$ cat config.mk
export PLATFORM = sky130hd
export DESIGN_NAME = program_loader_flat
export DESIGN_NICKNAME = d
export VERILOG_FILES = /design/src/rtl/loader_pkg.sv /design/src/rtl/program_loader_if.sv /design/src/rtl/program_loader.sv /design/src/flat_wrapper.sv
export SDC_FILE = /design/constraint.sdc
export NUM_CORES = 1
export LEC_CHECK = 0
export CAP_MARGIN = 10
export CORE_MARGIN = 3
export CORE_UTILIZATION = 54
export DETAILED_ROUTE_END_ITERATION = 8
export PLACE_DENSITY = 0.81
export SLEW_MARGIN = 5
export SYNTH_ARGS = -nofsm -noshare
export SYNTH_HDL_FRONTEND = slang
export SYNTH_SLANG_ARGS = --single-unit
$ cat constraint.sdc
create_clock -name clk -period 4.8 [get_ports clk]
set_input_delay 1.2 -clock clk [delete_from_list [all_inputs] [get_ports clk]]
set_output_delay 1.2 -clock clk [all_outputs]
set_load 0.05 [all_outputs]
$ cat src/rtl/loader_pkg.sv
// Shared types and constants for the program loader.
package loader_pkg;

    localparam int unsigned BYTE_WIDTH  = 8;
    localparam int unsigned COUNT_WIDTH = 16;

    // Frame start marker used when the instantiating wrapper does not override it.
    localparam logic [BYTE_WIDTH-1:0] SYNC_BYTE_DEFAULT = 8'hA5;

    // Words arrive MSB first: high byte, then low byte.
    localparam int unsigned WORD_HI_LSB = 8;
    localparam int unsigned WORD_LO_LSB = 0;

    typedef enum logic [3:0] {
        StIdle,
        StCntHi,
        StCntLo,
        StDataHi,
        StDataLo,
        StWrite,
        StCheck,
        StDone,
        StError
    } loader_state_t;

    // A word count is usable when it is non-zero and fits the program RAM.
    function automatic logic count_valid(input logic [COUNT_WIDTH-1:0] n,
                                         input int unsigned addr_width);
        logic [COUNT_WIDTH:0] limit;
        limit = (COUNT_WIDTH + 1)'(1) << addr_width;
        return (n != '0) && ({1'b0, n} <= limit);
    endfunction

endpackage

$ cat src/rtl/program_loader_if.sv
// Byte-stream input and program RAM write port of the loader, plus core control status.
interface program_loader_if
    import loader_pkg::*;
#(
    parameter int unsigned ADDR_WIDTH = 12,
    parameter int unsigned DATA_WIDTH = 16
);

    logic [BYTE_WIDTH-1:0] rx_data;
    logic                  rx_valid;
    logic                  rx_ready;
    logic                  prog_write;
    logic [ADDR_WIDTH-1:0] prog_address;
    logic [DATA_WIDTH-1:0] prog_data;
    logic                  cpu_hold;
    logic                  load_done;
    logic                  load_error;

    // Loader side.
    modport master (
        input  rx_data,
        input  rx_valid,
        output rx_ready,
        output prog_write,
        output prog_address,
        output prog_data,
        output cpu_hold,
        output load_done,
        output load_error
    );

    // Byte source / RAM / core side.
    modport slave (
        output rx_data,
        output rx_valid,
        input  rx_ready,
        input  prog_write,
        input  prog_address,
        input  prog_data,
        input  cpu_hold,
        input  load_done,
        input  load_error
    );

endinterface

$ cat src/rtl/program_loader.sv
// Byte-stream loader: parses SYNC/count/words/checksum frames and writes the program RAM,
// holding the core stopped while an image is being loaded or after a rejected frame.
module program_loader
    import loader_pkg::*;
#(
    parameter int unsigned           ADDR_WIDTH        = 12,
    parameter int unsigned           INSTRUCTION_WIDTH = 4,
    parameter int unsigned           DATA_WIDTH        = ADDR_WIDTH + INSTRUCTION_WIDTH,
    parameter logic [BYTE_WIDTH-1:0] SYNC_BYTE         = SYNC_BYTE_DEFAULT
) (
    input  logic              clk,
    input  logic              reset,
    program_loader_if.master  bus
);

    if (DATA_WIDTH != 16 || DATA_WIDTH != ADDR_WIDTH + INSTRUCTION_WIDTH) begin : g_width_check
        $error("program_loader: DATA_WIDTH must be 16 and equal ADDR_WIDTH+INSTRUCTION_WIDTH");
    end

    loader_state_t          state_q, state_d;
    logic                   run_q;
    logic [ADDR_WIDTH:0]    addr_q, addr_d;
    logic [COUNT_WIDTH-1:0] count_q, count_d;
    logic [BYTE_WIDTH-1:0]  chk_q, chk_d;
    logic [DATA_WIDTH-1:0]  data_q, data_d;

    logic                   ready;
    logic                   accept;
    logic                   is_sync;
    logic                   last_word;
    logic [COUNT_WIDTH-1:0] count_full;

    assign accept     = bus.rx_valid & ready;
    assign is_sync    = (bus.rx_data == SYNC_BYTE);
    assign count_full = {count_q[COUNT_WIDTH-1:BYTE_WIDTH], bus.rx_data};
    // Counter is one bit wider than the address so a full-RAM image never wraps.
    assign last_word  = ((COUNT_WIDTH + 1)'(addr_q) == (COUNT_WIDTH + 1)'(count_q) - 17'd1);

    // State, address counter, word count, checksum and word latch.
    always_ff @(posedge clk or negedge reset) begin
        if (!reset) begin
            state_q <= StIdle;
            run_q   <= 1'b0;
            addr_q  <= '0;
            count_q <= '0;
            chk_q   <= '0;
            data_q  <= '0;
        end else begin
            state_q <= state_d;
            run_q   <= 1'b1;
            addr_q  <= addr_d;
            count_q <= count_d;
            chk_q   <= chk_d;
            data_q  <= data_d;
        end
    end

    // Next-state and datapath updates; only accepted bytes advance, WRITE/DONE self-advance.
    always_comb begin
        state_d = state_q;
        addr_d  = addr_q;
        count_d = count_q;
        chk_d   = chk_q;
        data_d  = data_q;
        unique case (state_q)
            StIdle, StError: begin
                if (accept && is_sync) begin
                    state_d = StCntHi;
                    addr_d  = '0;
                    chk_d   = '0;
                end
            end
            StCntHi: begin
                if (accept) begin
                    count_d[COUNT_WIDTH-1:BYTE_WIDTH] = bus.rx_data;
                    state_d = StCntLo;
                end
            end
            StCntLo: begin
                if (accept) begin
                    count_d = count_full;
                    state_d = count_valid(count_full, ADDR_WIDTH) ? StDataHi : StError;
                end
            end
            StDataHi: begin
                if (accept) begin
                    data_d[WORD_HI_LSB +: BYTE_WIDTH] = bus.rx_data;
                    chk_d   = chk_q ^ bus.rx_data;
                    state_d = StDataLo;
                end
            end
            StDataLo: begin
                if (accept) begin
                    data_d[WORD_LO_LSB +: BYTE_WIDTH] = bus.rx_data;
                    chk_d   = chk_q ^ bus.rx_data;
                    state_d = StWrite;
                end
            end
            StWrite: begin
                if (last_word) begin
                    state_d = StCheck;
                end else begin
                    addr_d  = addr_q + {{ADDR_WIDTH{1'b0}}, 1'b1};
                    state_d = StDataHi;
                end
            end
            StCheck: begin
                if (accept) begin
                    state_d = (bus.rx_data == chk_q) ? StDone : StError;
                end
            end
            StDone: begin
                state_d = StIdle;
            end
            default: begin
                state_d = StIdle;
            end
        endcase
    end

    // Outputs decoded from the current state; address/data hold between writes.
    always_comb begin
        ready            = run_q && (state_q != StWrite) && (state_q != StDone);
        bus.rx_ready     = ready;
        bus.prog_write   = (state_q == StWrite);
        bus.prog_address = addr_q[ADDR_WIDTH-1:0];
        bus.prog_data    = data_q;
        bus.cpu_hold     = (state_q != StIdle) && (state_q != StDone);
        bus.load_done    = (state_q == StDone);
        bus.load_error   = (state_q == StError);
    end

endmodule

$ cat src/flat_wrapper.sv
// flat-port wrapper written by rule: the top's interface ports become plain ports
module program_loader_flat import loader_pkg::*;
#(
    parameter int unsigned           ADDR_WIDTH        = 12,
    parameter int unsigned           INSTRUCTION_WIDTH = 4,
    parameter int unsigned           DATA_WIDTH        = ADDR_WIDTH + INSTRUCTION_WIDTH,
    parameter logic [BYTE_WIDTH-1:0] SYNC_BYTE         = SYNC_BYTE_DEFAULT
)
  (clk, reset, bus_rx_data, bus_rx_valid, bus_rx_ready, bus_prog_write, bus_prog_address, bus_prog_data, bus_cpu_hold, bus_load_done, bus_load_error);
  program_loader_if #(.ADDR_WIDTH(ADDR_WIDTH), .DATA_WIDTH(DATA_WIDTH)) bus_i ();
  input  logic clk;
  input  logic reset;
  input wire logic [$bits(bus_i.rx_data)-1:0] bus_rx_data;
  input wire logic [$bits(bus_i.rx_valid)-1:0] bus_rx_valid;
  output wire logic [$bits(bus_i.rx_ready)-1:0] bus_rx_ready;
  output wire logic [$bits(bus_i.prog_write)-1:0] bus_prog_write;
  output wire logic [$bits(bus_i.prog_address)-1:0] bus_prog_address;
  output wire logic [$bits(bus_i.prog_data)-1:0] bus_prog_data;
  output wire logic [$bits(bus_i.cpu_hold)-1:0] bus_cpu_hold;
  output wire logic [$bits(bus_i.load_done)-1:0] bus_load_done;
  output wire logic [$bits(bus_i.load_error)-1:0] bus_load_error;
  assign bus_i.rx_data = bus_rx_data;
  assign bus_i.rx_valid = bus_rx_valid;
  assign bus_rx_ready = bus_i.rx_ready;
  assign bus_prog_write = bus_i.prog_write;
  assign bus_prog_address = bus_i.prog_address;
  assign bus_prog_data = bus_i.prog_data;
  assign bus_cpu_hold = bus_i.cpu_hold;
  assign bus_load_done = bus_i.load_done;
  assign bus_load_error = bus_i.load_error;
  program_loader #(.ADDR_WIDTH(ADDR_WIDTH), .INSTRUCTION_WIDTH(INSTRUCTION_WIDTH), .DATA_WIDTH(DATA_WIDTH), .SYNC_BYTE(SYNC_BYTE)) u_core (.clk(clk), .reset(reset), .bus(bus_i));
endmodule
### Word-level counts from Yosys, hierarchy flattened

Index checks and enable logic that the tools add are counted.
W data, S select, Z words.

| word-level totals | value |
|---|---|
| memories | 0 |
| register bits after elaboration | 58 |
| RAM bits | 0 |
| output and inout port bits | 33 |
| bits in read-only memories | 0 |
| bits of input ports | 11 |
| latch bits | 0 |
| logic and storage cells | 72 |

| operators by class | value |
|---|---|
| order comparisons | 1 |
| reductions and logical operators | 19 |
| divide/modulo/power cells | 0 |
| equal/unequal tests | 21 |
| shifts and indexed selects | 0 |
| $add $sub $neg | 2 |
| multipliers | 0 |
| muxes and demuxes | 18 |
| bitwise gates (word level) | 3 |

Operators with widths:

| kind | count |
|---|---|
| $mux W4 | 8 |
| $pmux W8 S2 | 2 |
| $pmux W4 S7 | 1 |
| $mux W13 | 2 |
| $pmux W13 S2 | 1 |
| $mux W8 | 3 |
| $eq A13 B17 Y1 | 1 |
| $sub A16 B1 Y17 const B | 1 |
| $eq A4 B3 Y1 const B | 4 |
| $le A16 B13 Y1 const B | 1 |
| $reduce_bool A16 Y1 | 1 |
| $ne A2 B1 Y1 const B | 7 |
| $add A13 B1 Y13 const B | 1 |
| $reduce_and A3 Y1 | 3 |
| $eq A4 B2 Y1 const B | 2 |
| $eq A8 B8 Y1 | 1 |
| $eq A8 B8 Y1 const B | 1 |
| $ne A4 B3 Y1 const B | 2 |
| $xor A8 B8 Y8 | 1 |
| $reduce_and A2 Y1 | 3 |
| $reduce_and A6 Y1 | 1 |
| $logic_and A1 B1 Y1 | 5 |
| $eq A4 B1 Y1 const B | 1 |
| $eq A4 B4 Y1 const B | 1 |
| other kinds (8) | 10 |

### Logic depth before layout (Yosys ltp)

Gate-level depths: netlist of run 1.

| logic depth | value |
|---|---|
| word-level depth | 7 |
| mapped depth | 11 |

### Least setup slack after synthesis of run 1

Ideal clock, no wire load.

| path | value |
|---|---|
| path kind | input port to flip-flop |
| from | input port bus_rx_data[6] |
| to | register u_core.addr_q[12] |
| arrival | 3.258 ns |
| stages | 8 |
| setup slack | 1.464 ns |
| path buffers | 1 |
| required time | 4.722 ns |
| cell sequence | clkbuf_1 nor4_1 nand4b_1 a21boi_0 and4_1 nand2_1 or4_1 a21oi_1 |

| on the way | value |
|---|---|
| word-level cells in the longest chain between the ends | 4 |

RTL lines:

| item | RTL line | source |
|---|---|---|
| from (decl) | flat_wrapper.sv:13 | `input wire logic [$bits(bus_i.rx_data)-1:0] bus_rx_data;` |
| $eq A8 B8 Y1 | program_loader.sv:34 | `assign is_sync = (bus.rx_data == SYNC_BYTE);` |
| $logic_and A1 B1 Y1 | program_loader.sv:67 | `if (accept && is_sync) begin` |
| $ne A2 B1 Y1 (no source line) | -- |  |
| $reduce_and A3 Y1 (no source line) | -- |  |
| to (signal assigned) | program_loader.sv:51 | `addr_q <= addr_d;` |
| to (decl) | program_loader.sv:22 | `logic [ADDR_WIDTH:0] addr_q, addr_d;` |

Every way passes these cells.
A chain may end at the register's enable or synchronous reset.

### Final worst setup path of run 1

| path | value |
|---|---|
| from | register u_core.state_q[0] |
| to | output port bus_cpu_hold |

| on the way | value |
|---|---|
| word-level cells in the longest chain between the ends | 2 |
| elaborated cells on any way between the ends | 3 |
| those cells by class | 1 x eq/ne; 2 x reduce/logical |

RTL lines:

| item | RTL line | source |
|---|---|---|
| from (decl) | program_loader.sv:20 | `loader_state_t state_q, state_d;` |
| from (signal assigned) | program_loader.sv:42 | `state_q <= StIdle;` |
| from (signal assigned) | program_loader.sv:49 | `state_q <= state_d;` |
| $ne A4 B3 Y1 or $reduce_bool A4 Y1 (tied branches) | program_loader.sv:128 | `bus.cpu_hold = (state_q != StIdle) && (state_q != StDone);` |
| $logic_and A1 B1 Y1 (*) | program_loader.sv:128 |  |
| to (decl) | flat_wrapper.sv:19 | `output wire logic [$bits(bus_i.cpu_hold)-1:0] bus_cpu_hold;` |

Every way passes the cells marked *; elsewhere a longest branch is shown, timed or not.

==> run summary, run 1 <==
The final layout contains 409 nets. After layout, the worst path uses 74.9% of the clock period. The overall routed net length came out at 8140 µm. TritonCTS built the clock tree.

Counting every instance in the synthesized netlist gives 366. The count of final max-slew check failures was 0; the final routed DRC violation total was 0. The signal on the critical path passes through or2_2, nor2_1, o21ai_0, clkdlybuf4s50_1.

Buffers added to address setup during post-CTS repair amount to 0. Row generation in the floorplan step produced 28 rows. The clock tree synthesis step divided the H-tree into 3 levels. The startpoint of the worst register-to-register path was u_core.count_q[4].

In this run the power density over the cells is 269 mW/mm². The pre-antenna-repair detailed-routing pass consisted of 5 iterations. The final route contains 2891 vias. The classification of the worst setup path is reg2out. The synthesis-to-finish area growth was 16.3%. Entering global routing, the biggest net connects 47 pins. At the later pin of the worst-skew pair, clock insertion delay measures 340 ps. Setup repair after global routing left no endpoint under its margin. For this run, the share of the core covered by cells in the final layout is 66.8%. The worst-margin pin slew came out at 753 ps. The headroom to the max-slew limit came out at 49.7%.

The clock passes through at most 2 buffers. The number of warnings reported in the yosys synthesis log is 0, and the number of antenna-violating nets in the routed design is 0. At the worst endpoint, the arrival time is 2400 ps.

The min-delay analysis places its worst path in the category reg2reg. The average cell area after synthesis works out to 9.57 µm². After clock tree synthesis, the clock-pin slew on the worst setup and hold paths is 60 ps.

The run gives 0 as the max-cap check violation count. In this run, synthesis produced a sequential element count of 58. The count of flip-flops with a built-in enable after synthesis was 0.

Synthesis produced a netlist with a net count of 379. For the global-route usage over all layers, the log shows 23.8%. The tools report the initial antenna violation count as 0. In the post-synthesis netlist, the biggest area contributors are dfrtp_1 41%, mux2_2 11%, xnor2_1 3.8%. Maximum fanout along the worst path: 12. Leakage power summed over all cells: 1.77 nW. The source of the worst hold timing path is u_core.bus.prog_data[13]. The main flop type after synthesis is dfrtp_1. The final number of setup-violating endpoints came out at 0. The tools report the launch point of the critical path as u_core.state_q[0]. The initial utilization of the core area, before any placement, comes to 57.5%.

The minimum period implied by the final worst setup slack is 3600 ps. The largest area contributor in the synthesized netlist is dfrtp_1. The number of vias per cell after detailed routing works out to 6.07. The dominant delay contributor by cell family on the critical path is buffers and inverters.

In this run the tool buffered the top-level ports with 43 buffer cells. The logs give 0.00610 mm² for the core outline area and 9 for the number of buffers created by CTS. The routability congestion estimate was 0.920; the average wire per standard cell was 17.1 µm.

Summed over all nets, the half-perimeter wirelength after detailed placement is 5790 µm. The count of instances resized after the clock tree is built was 0; the count of clock tree sinks was 58. Cells with a size suffix above 1 make up 16.7% of the layout. The number of buffer and inverter instances along the worst setup path is 1. The fraction of synthesized cell area taken by the top area cell type was 41.4%. Derived from the worst setup path, the maximum achievable clock frequency is 278 MHz. The run gives 0.00350 mm² as the total standard cell area after synthesis.

The detailed router finished its first iteration with 159 violations. The total overflow left after global routing is 0. STA classifies the critical path endpoint as an output port. The die covers 0.00749 mm². The worst-case IR drop observed on VDD is 0.252 mV. The kind of start point of the critical path is a register. The run gives 0 as the final hold violation count.

For the worst-case clock skew, the log shows 6.64 ps. The number of hold buffers added after CTS was 0. The share of the Yosys chip area taken by registers is 41.4%.

For the via count of the first global-routing pass, the log shows 2816. For this run, asynchronously set or reset flops after synthesis account for 100%. The run finished with clean final reports. Root buffer selected by CTS: clkbuf_8.

The antenna cell count came out at 0. The run gives 14000 µm as the global-route wire length before repair. The final sum of negative setup slack is 0 ps, and the die boundary width is 86.5 µm. The height of the die was 86.5 µm; the number of top-level design ports was 44.

The number of different library cells used by synthesis comes to 59. The endpoint required time on the critical path is 3600 ps. Among all stages on the critical path, the largest delay is contributed by clkdlybuf4s50_1. Largest incremental delay on the critical path: 720 ps.
[routing by layer]
metal  up-vias  share of wire, %  GRT usage, %
li1       1404                 -             -
met1      1409                46          32.5
met2        65                48          37.3
met3        13               3.9          3.99
met4         0               2.1          10.5
met5         -                 0             0
[cell families (layout without fill, tap and decap cells)]
logic type,count (synthesis),after routing,synth area share [%]
AND/OR/NAND/NOR,128,128,20.3
AO/OA/AOI/OAI,74,74,13.8
flip-flops,58,58,41.4
buffers and inverters,43,78,6.25
multiplexers,36,36,11.5
XOR/XNOR,24,24,6.00
adder cells (fa/ha/maj),2,2,0.714
other,1,1,0.107
[metrics by stage]
step	worst slack, ps	instance area [µm²]	hold WS (ps)	total power (W)	std cells
final	1200	4070	513	0.00110	476
after global routing	1100	4070	538	0.00114	476
after floorplan	1460	3500	471	0.000648	366
after CTS	1190	4070	512	0.00110	476
after detailed placement	970	3900	497	0.000704	460
after global placement	1060	3900	487	0.000701	460
[synth_stat cells, drive strengths merged, types with 6 or more instances]
master  number
clkbuf      14
buf         17
nand3        6
nand2       29
o31ai       10
xnor2       15
xor2         9
o21ai       26
nor2        25
nor4         9
nand4        7
dfrtp       58
or4         12
inv         12
mux2        33
nor3        10
a21oi       13
[area by class of cell]
type	count	area [µm²]
tap	75	93.8
clock inverter	5	30.0
multi-input combinational	265	1830
clock buffer	11	141
sequential	58	1450
fill	481	2020
timing repair buffer	50	478
inverter	12	45.0
[worst paths after layout]
path	slack, ps	to	depth (start not counted)
max	1200	bus_cpu_hold	4
min reg2reg	510	u_core.bus.prog_data[13]	1
min in group asynchronous	730	u_core.count_q[14]	1
min	510	u_core.bus.prog_data[13]	1
max reg2reg	1580	u_core.state_q[2]	7
max in group asynchronous	3170	u_core.addr_q[1]	2
[power by group]
part / switching (W) / leakage [nW] / internal, W
sequential: 0.0000191 / 0.804 / 0.000504
clock: 0.000201 / 0.0851 / 0.000198
combinational: 0.000105 / 0.885 / 0.0000675
[registers in the layout, indices dropped and copies added, names as in the netlist]
signal	count
u_core.bus.prog_data	16
u_core.chk_q	8
u_core.count_q	16
u_core.state_q	4
u_core.run_q	1
u_core.addr_q	13
[layout by cell type, fill, tap and decap left out, types with 4 or more instances in the layout]
cell type,instances
xor2_1,9
nor2_1,25
dfrtp_1,58
or4_1,10
xnor2_1,15
a21oi_1,12
nand3_1,6
inv_1,11
nand4_1,7
nor3_1,10
and4_1,5
and3_1,4
a31oi_1,5
clkdlybuf4s50_1,42
o31ai_1,10
mux2_2,33
nand2_1,29
o21ai_0,26
buf_4,7
nor4_1,8
clkbuf_8,10
Power figures use the tool's default switching activity.
==> inputs of run 2 (changes only) <==
Clock period 4.8 ns to 3.5 ns, I/O delays scaled along.
==> run summary, run 2 (synthesized netlist as in run 1, its figures left out) <==
The kind of cell with the highest combined delay along the critical path is simple AND/OR/NAND/NOR gates. Setup slack on the worst reg-to-reg path comes out at 260 ps. After layout, the worst path uses 92.6% of the clock period. The routed layout has 3076 vias. The worst register-to-register path has a depth of 7.

The run gives 0.277 mV as the peak supply drop. TritonCTS built the clock tree. The number of buffers created by CTS is 9.

After filler insertion, the fill cell instance count of the layout stands at 470. The logs give 0 for the number of antenna-violating nets in the routed design and 504 ps for the smallest hold slack. In this run the critical register-to-register path is launched from u_core.count_q[0]. The root buffer selected by CTS is clkbuf_8.

After detailed routing, the average wire length per cell comes to 17.7 µm. Setup repair after global routing left no endpoint under its margin. Including well taps, the total number of placed cells is 475.

In this run the most critical hold path is launched from u_core.bus.prog_data[11]. The floorplan has 28 rows. In this run the worst path has a maximum fanout of 7. The run gives 0 as the antenna cell count. The library cell used most frequently in the layout, excluding fill and tap cells, is dfrtp_1.

STA puts the critical path data arrival time at 3500 ps. The kind of start point of the critical path is a register. The count of buffers added on input and output ports is 43.

The logs give 0 for the count of buffers added by post-CTS timing repair for setup and 340 ps for the clock insertion delay at the later pin of the skew report. In this run the number of H-tree levels came out at 3. Starting utilization of the core area: 57.5%. Of the cells placed in the final design, the portion with a size suffix greater than 1 is 20.2%. The number of gates resized after CTS was 0.

The worst hold path terminates at u_core.bus.prog_data[11]. For this run, design rule violations remaining after detail routing come to 0. At the pin with the least slew margin, the transition time is 806 ps.

No sink is reached through more buffers than the 2 on the longest clock path. The floorplan step defined a core boundary enclosing 0.00610 mm². The wire-length estimate of the detail-placed layout is 6270 µm.

The run gives 6.36 ps as the worst-case clock skew. For the number of search-and-repair iterations in the first detailed-routing pass, the log shows 5. The minimum period implied by the final worst setup slack is 3240 ps. The run gives 0 ps as the final sum of negative setup slack.

The die is 86.5 µm wide. The critical path's slowest cell is or4_1. The area growth from synthesis to layout is 19.6%.

The tools report the via count of the first global-routing pass as 3038. The clock-pin slew on the worst setup and hold paths was 70 ps; the number of buffer and inverter instances along the worst setup path was 0. The total overflow reported by the global router was 0. The cell that appears most often on the critical path is or4_4. The post-cts hold buffer count is 0. STA puts the critical path data required time at 3760 ps. The run gives 0 as the count of final max-slew check failures.

In the layout the commonest cells are 58 x dfrtp_1, 41 x clkdlybuf4s50_1, 33 x mux2_2. The depth of the worst hold-timing path works out to 1. The signal on the critical path passes through or4_1, or4_4, a22oi_2, or3b_1, or4_4, a211o_1, a21oi_2.

The congestion estimate from routability-driven global placement came to 0.879. The first global-routing pass estimated 14900 µm of wire. The classification of the worst setup path was reg2reg.

The pin count of the biggest net entering global routing came out at 34. The final number of setup-violating endpoints is 0. The final hold violation count was 0. For the detailed router's first-iteration violation count, the log shows 285. For the number of top-level design ports, the log shows 44. The initial antenna violation count is 0.

The floorplan step set the die height to 86.5 µm. Based on the critical path, the design can be clocked at up to 309 MHz. The largest incremental delay on the critical path came out at 660 ps. The worst register-to-register path ends at u_core.state_q[2].

The number of non-filler instances in the completed layout was 491; the post-layout total power was 0.00154 W. The global-route usage over all layers is 25.2%, and the headroom to the max-slew limit is 45.8%. Full die area: 0.00749 mm². The overall routed net length was 8690 µm; the cell area power density was 368 mW/mm². The tools report the capturing element type of the critical path as a register.

Dividing the detail-routed via count by the number of cells gives 6.26. The net count reported at finish came out at 424. For this design, the sink count on the clock tree is 58. The type of the tightest min-delay check is reg2reg. The run finished with clean final reports. The logs give 1.85 nW for the leakage power summed over all cells and 0 for the max-cap check violation count.
run 2: cell types whose count changed in the layout (fill, tap and decap cells not counted), sizes merged:
cell	change
buf	+16
clkbuf	-1
inv	+1
clkdlybuf4s50	-1
clkinv	-1
clkinvlp	+1
run 2: routing by layer:
| metal | global-route usage, % | part of all wire, % |
|---|---|---|
| met4 | 10.1 | 2.7 |
| met3 | 4.85 | 6.9 |
| met2 | 39.4 | 47 |
| met5 | 0 | 0 |
| met1 | 34.6 | 44 |
run 2: per-stage QoR:
| stage | cell area [µm²] | setup WS (ps) | util [%] |
|---|---|---|---|
| after floorplan | 3500 | 354 | - |
| after global placement | 4010 | 307 | 65.8 |
| after detailed placement | 4010 | 281 | 65.8 |
| after CTS | 4190 | 305 | 68.7 |
| after global routing | 4190 | 236 | 68.7 |
| final | 4190 | 259 | 68.7 |
run 2: worst max path at each step:
stage | start | end | depth (start not counted)
floorplan | u_core.state_q[3] | u_core.addr_q[6] | 7
global placement | bus_rx_data[6] | u_core.addr_q[7] | 9
detailed placement | bus_rx_data[6] | u_core.addr_q[7] | 9
CTS | u_core.count_q[0] | u_core.state_q[2] | 7
global route | u_core.count_q[0] | u_core.state_q[2] | 7
finish | u_core.count_q[0] | u_core.state_q[2] | 7
run 2: worst register-to-register path, stage by stage, from the launching register on:
cell and delay, ps:
dfrtp_1 450, or4_1 660, or4_4 560, a22oi_2 220
or3b_1 380, or4_4 460, a211o_1 320, a21oi_2 120
run 2: area by class of cell:
type                            instances  area (µm²)  share of cell area [%]
Multi-Input combinational cell        265        1830                    43.7
Tap cell                               75        93.8                    2.24
Sequential cell                        58        1450                    34.6
Clock inverter                          6        41.3                   0.986
Timing Repair Buffer                   65         588                    14.0
Inverter                               12        45.0                    1.08
Clock buffer                           10         138                    3.29
run 2: where the power goes:
| part | total, W | switching, W | internal, W |
|---|---|---|---|
| Clock | 0.000572 | 0.000297 | 0.000276 |
| Sequential | 0.000716 | 0.0000249 | 0.000691 |
| Combinational | 0.000252 | 0.000153 | 0.0000996 |
| Total | 0.00154 | 0.000474 | 0.00107 |
==> inputs of run 3 (changes only) <==
Settings changed: SETUP_SLACK_MARGIN from default to 0.1, TNS_END_PERCENT from default to 1.
==> results of run 3 <==
Same layout as run 2: the final DEF is identical, and so are final timing and power.
